<file path="src/rtl/bram_read_arbiter.sv">
// Round-robin sharing of one BRAM read port between two requesters. Each read beat is
// steered back only to the requester that issued it. Per-requester grant counters saturate.
module bram_read_arbiter #(
  parameter int ADDR_W     = 17,
  parameter int DATA_W     = 512,
  parameter int RD_LATENCY = 2,
  parameter int CNT_W      = 32
) (
  input  logic              clk,
  input  logic              reset,
  input  logic              req_0,
  input  logic [ADDR_W-1:0] addr_0,
  output logic              gnt_0,
  output logic              rvalid_0,
  output logic [DATA_W-1:0] rdata_0,
  input  logic              req_1,
  input  logic [ADDR_W-1:0] addr_1,
  output logic              gnt_1,
  output logic              rvalid_1,
  output logic [DATA_W-1:0] rdata_1,
  output logic [ADDR_W-1:0] bram_addr,
  input  logic [DATA_W-1:0] bram_dout,
  output logic [CNT_W-1:0]  grant_count_0,
  output logic [CNT_W-1:0]  grant_count_1
);

  localparam logic [CNT_W-1:0] CNT_MAX = {CNT_W{1'b1}};
  localparam logic [CNT_W-1:0] CNT_ONE = {{(CNT_W-1){1'b0}}, 1'b1};

  logic                  rr_ptr_q, rr_ptr_d;
  logic [ADDR_W-1:0]     last_addr_q, last_addr_d;
  logic [RD_LATENCY-1:0] vld_q, vld_d, id_q, id_d;
  logic [RD_LATENCY:0]   vld_shift_s, id_shift_s;
  logic [CNT_W-1:0]      cnt0_q, cnt0_d, cnt1_q, cnt1_d;
  logic                  gnt0_s, gnt1_s, issue_s;
  logic [ADDR_W-1:0]     issue_addr_s;

  // Grant selection; rr_ptr only matters when both requesters contend
  always_comb begin
    gnt0_s = 1'b0;
    gnt1_s = 1'b0;
    if (reset) begin
      gnt0_s = 1'b0;
      gnt1_s = 1'b0;
    end else begin
      case ({req_1, req_0})
        2'b01: gnt0_s = 1'b1;
        2'b10: gnt1_s = 1'b1;
        2'b11: begin
          if (rr_ptr_q) gnt1_s = 1'b1;
          else          gnt0_s = 1'b1;
        end
        default: begin
          gnt0_s = 1'b0;
          gnt1_s = 1'b0;
        end
      endcase
    end
  end

  // Next-state for pointer, address hold, response pipe and counters
  always_comb begin
    issue_s      = gnt0_s | gnt1_s;
    issue_addr_s = gnt1_s ? addr_1 : addr_0;
    rr_ptr_d     = rr_ptr_q;
    last_addr_d  = last_addr_q;
    cnt0_d       = cnt0_q;
    cnt1_d       = cnt1_q;
    if (gnt0_s)      rr_ptr_d = 1'b1;
    else if (gnt1_s) rr_ptr_d = 1'b0;
    else             rr_ptr_d = rr_ptr_q;
    if (issue_s) last_addr_d = issue_addr_s;
    else         last_addr_d = last_addr_q;
    // Stage 0 takes the new issue; the top bit of the shift vector falls off the tail
    vld_shift_s = {vld_q, issue_s};
    id_shift_s  = {id_q, gnt1_s};
    vld_d       = vld_shift_s[RD_LATENCY-1:0];
    id_d        = id_shift_s[RD_LATENCY-1:0];
    if (gnt0_s && (cnt0_q != CNT_MAX)) cnt0_d = cnt0_q + CNT_ONE;
    else                               cnt0_d = cnt0_q;
    if (gnt1_s && (cnt1_q != CNT_MAX)) cnt1_d = cnt1_q + CNT_ONE;
    else                               cnt1_d = cnt1_q;
  end

  // State registers; reset drops any in-flight reads
  always_ff @(posedge clk or posedge reset) begin
    if (reset) begin
      rr_ptr_q    <= 1'b0;
      last_addr_q <= {ADDR_W{1'b0}};
      vld_q       <= {RD_LATENCY{1'b0}};
      id_q        <= {RD_LATENCY{1'b0}};
      cnt0_q      <= {CNT_W{1'b0}};
      cnt1_q      <= {CNT_W{1'b0}};
    end else begin
      rr_ptr_q    <= rr_ptr_d;
      last_addr_q <= last_addr_d;
      vld_q       <= vld_d;
      id_q        <= id_d;
      cnt0_q      <= cnt0_d;
      cnt1_q      <= cnt1_d;
    end
  end

  assign gnt_0         = gnt0_s;
  assign gnt_1         = gnt1_s;
  assign bram_addr     = issue_s ? issue_addr_s : last_addr_q;
  assign rvalid_0      = vld_q[RD_LATENCY-1] & ~id_q[RD_LATENCY-1];
  assign rvalid_1      = vld_q[RD_LATENCY-1] &  id_q[RD_LATENCY-1];
  assign rdata_0       = rvalid_0 ? bram_dout : {DATA_W{1'b0}};
  assign rdata_1       = rvalid_1 ? bram_dout : {DATA_W{1'b0}};
  assign grant_count_0 = cnt0_q;
  assign grant_count_1 = cnt1_q;

endmodule

</file>
<file path="config.mk">
export PLATFORM = sky130hd
export DESIGN_NAME = bram_read_arbiter
export DESIGN_NICKNAME = d
export VERILOG_FILES = /design/src/rtl/bram_read_arbiter.sv
export SDC_FILE = /design/constraint.sdc
export NUM_CORES = 1
export LEC_CHECK = 0
export ABC_CLOCK_PERIOD_IN_PS = 5650
export CAP_MARGIN = 10
export CORE_AREA = 3 3 648 650
export DETAILED_ROUTE_END_ITERATION = 7
export DIE_AREA = 0 0 651 653
export GPL_TIMING_DRIVEN = 1
export HOLD_SLACK_MARGIN = 0.12
export SYNTH_ARGS = -nofsm -noshare
export SYNTH_HDL_FRONTEND = slang
export SYNTH_SLANG_ARGS = --single-unit
</file>
<file path="constraint.sdc">
create_clock -name clk -period 5.65 [get_ports clk]
set_clock_uncertainty 0.15 [all_clocks]
set_input_delay 0.565 -clock clk [delete_from_list [all_inputs] [get_ports clk]]
set_output_delay 0.565 -clock clk [all_outputs]
set_load 0.02 [all_outputs]
</file>
==> impl_metrics.json <==
{
  "status": "completed",
  "grt_setup_unrepaired": "no",
  "grt_pass1_vias": 20310,
  "cpPeakStageDelay_ns": 0.78,
  "worstMarginPinSlew_ns": 1.269,
  "synth_top_area_share_pct": 29.68,
  "worstPathArrival_ns": 3.92,
  "peakVddDrop_mv": 0.1377,
  "pwr_density_cell_nw_per_um2": 139.0,
  "cts_root_buffer": "clkbuf_16",
  "postSynthCellCount": 1583,
  "drc_errors": 0,
  "yosys.area.top_type": "and3_1",
  "via_count": 21650,
  "ant_nets": 0,
  "yosys_warnings": 0,
  "post_cts_resized": 0,
  "synth_fa_ha_area_share_pct": 0.2244,
  "nFillCells": 48400,
  "maxCapViolations": 0,
  "crit_chain": "nor2b_4 > buf_4 > and2_1 > clkdlybuf4s50_1",
  "post_drt_wl_per_cell_um": 47.80,
  "core_area_sq_um": 413700,
  "synth_compound_area_share_pct": 1.100,
  "drv_slew": 0,
  "hpwl_mm": 385.2,
  "synth-seq-area-share_pct": 19.30,
  "die-area_sq_um": 425100,
  "yosys-top-cells-area": "and3_1 (30%), and2_1 (29%), dfrtp_1 (19%)",
  "cp_slowest_cell": "buf_4",
  "gp_congestion": 0.9875,
  "grt-ovfl-total": 0,
  "slew_headroom_pct": 15.15,
  "antenna_found_initial": 269,
  "critPathLaunchType": "register",
  "clk_latency_ns": 0.45,
  "yosys.area_share.simple_pct": 66.58,
  "grt_pass1_wl_mm": 460.1,
  "synth_xor_area_share_pct": 4.556,
  "synth_mux_area_share_pct": 1.930,
  "min_path_type": "reg2reg",
  "tns_ns": 0,
  "htree_levels": 3,
  "port_buffers": 1658,
  "placed_cells": 8557,
  "rows": 236,
  "grt_max_degree": 182,
  "critPathKind": "reg2out",
  "numCtsBuffers": 9,
  "period_share_pct": 82.06,
  "area_growth_pct": 208.0,
  "ys_seq_elements": 86,
  "first_iter_violations": 2042,
  "fin_cells": 8652,
  "fin_crit_ns": 4.636,
  "end_kind": "output port",
  "hold_viol": 0,
  "final_nets": 3649,
  "netlist_area_sq_um": 11150,
  "synthFlopType": "dfrtp_1",
  "drive_gt1_share_pct": 7.930,
  "fmax_ghz": 0.2157,
  "cts_sinks": 86,
  "syn_nets": 2135,
  "cts_tree": "built",
  "syn_avg_cell_area_sq_um": 7.043,
  "clkTransAtPathRegs_ns": 0.15,
  "die_y_um": 653,
  "hold_buffers": 0,
  "synth_common_cells": "and3_1 (529), and2_1 (515), clkbuf_1 (178)",
  "routed_wl_mm": 413.5,
  "setup_viol": 0,
  "cp.required_ns": 4.93,
  "pin_count": 1659,
  "synth_top_family_by_area": "simple AND/OR/NAND/NOR gates",
  "die_w_um": 651,
  "initial_core_util_pct": 2.695,
  "postCtsSetupRepairBufs": 0,
  "grt_usage_pct": 18.63,
  "yosysMostFrequentCell": "and3_1",
  "async_reset_ff_share_pct": 100.0,
  "leakagePower_uw": 0.01309,
  "dr.pass1.iters": 5,
  "cts.path.max_buffers": 2,
  "synthDistinctLibCells": 39,
  "synth_edf_count": 0,
  "worstPathMaxFanout": 93,
  "via_per_inst": 2.503
}
==> layout make-up <==
type	instances	area (sq um)	area share (%)
diodes	76	190.2	0.5538
flip-flops and latches	86	2160	6.289
multi-input cells	1311	8318	24.22
clock inverters	7	73.82	0.2150
well taps	5474	6849	19.95
inverters	4	17.52	0.05101
repair buffers	1685	16510	48.07
clock buffers	9	225.2	0.6559
==> worst paths after layout <==
check,slack [ns],cells after the start,end,from
setup / recovery,1.01,4,rdata_0[287],id_q[1]
max in group asynchronous,3.26,4,vld_q[1],reset
hold reg to reg,0.30,0,vld_q[1],vld_q[0]
hold / removal,0.30,0,vld_q[1],vld_q[0]
setup reg to reg,2.50,6,grant_count_0[1],grant_count_0[0]
min in group asynchronous,0.36,2,grant_count_0[30],reset
==> power by group <==
part | switching (uW) | internal (uW)
Combinational | 2190 | 1050
Clock | 457 | 316
Sequential | 93.4 | 671
==> flip-flops by register name (all words and copies together), names as in the netlist <==
name / flops
rr_ptr_q: 1
id_q: 2
last_addr_q: 17
grant_count_0: 32
grant_count_1: 32
vld_q: 2
==> through the flow <==
stage                     util (%)  total power, uW  setup slack (ns)  instance area (sq um)  hold WS, ns
after global placement       8.159             4134             1.501                  33750       0.3264
after detailed placement     8.169             4115             1.460                  33790       0.3081
after CTS                    8.241             4922            0.9078                  34090       0.3068
final                        8.301             4772             1.014                  34340       0.2954
after floorplan                  -             1586            0.8468                  11150       0.1812
after global routing         8.264             4926            0.8408                  34190       0.3121
==> critical path: cells and delay by family (launching register included) <==
kind	cells	cell delay, ns
buffers and inverters	2	1.50
AND/OR/NAND/NOR	2	0.95
flip-flops	1	0.73
==> placed cells by master, fill, tap and decap left out, types with 2 or more instances in the layout <==
cell	instances
or3_1	2
nor2_1	16
buf_8	2
o21ai_0	21
xor2_1	26
buf_4	199
xnor2_1	32
clkbuf_16	9
buf_12	11
dfrtp_4	2
nor4_1	5
nand2b_1	2
nand2_1	44
nor3_1	18
ha_1	2
and4_1	9
clkinvlp_4	2
inv_8	3
dfrtp_1	84
diode_2	76
nand4_1	20
inv_1	3
clkdlybuf4s50_1	1472
mux2i_1	17
and2_1	515
and3_1	529
mux2_2	4
nand3_1	27
nor3b_1	3
==> cell families after synthesis <==
kind of cell | count (synthesis)
simple gates | 1206
flops | 86
fa+ha+maj | 2
xor+xnor | 58
buf+inv | 186
compound gates | 24
mux | 21
==> metal layers <==
metal  vias to the layer above  share of wire, %  GRT usage (%)
met5                         -             0.055              0
met4                        34               2.1          3.543
met3                       277               7.4          4.952
met2                      1803                52          34.36
met1                     11080                39          21.42
li1                       8459                 -              -
Power figures use the tool's default switching activity.
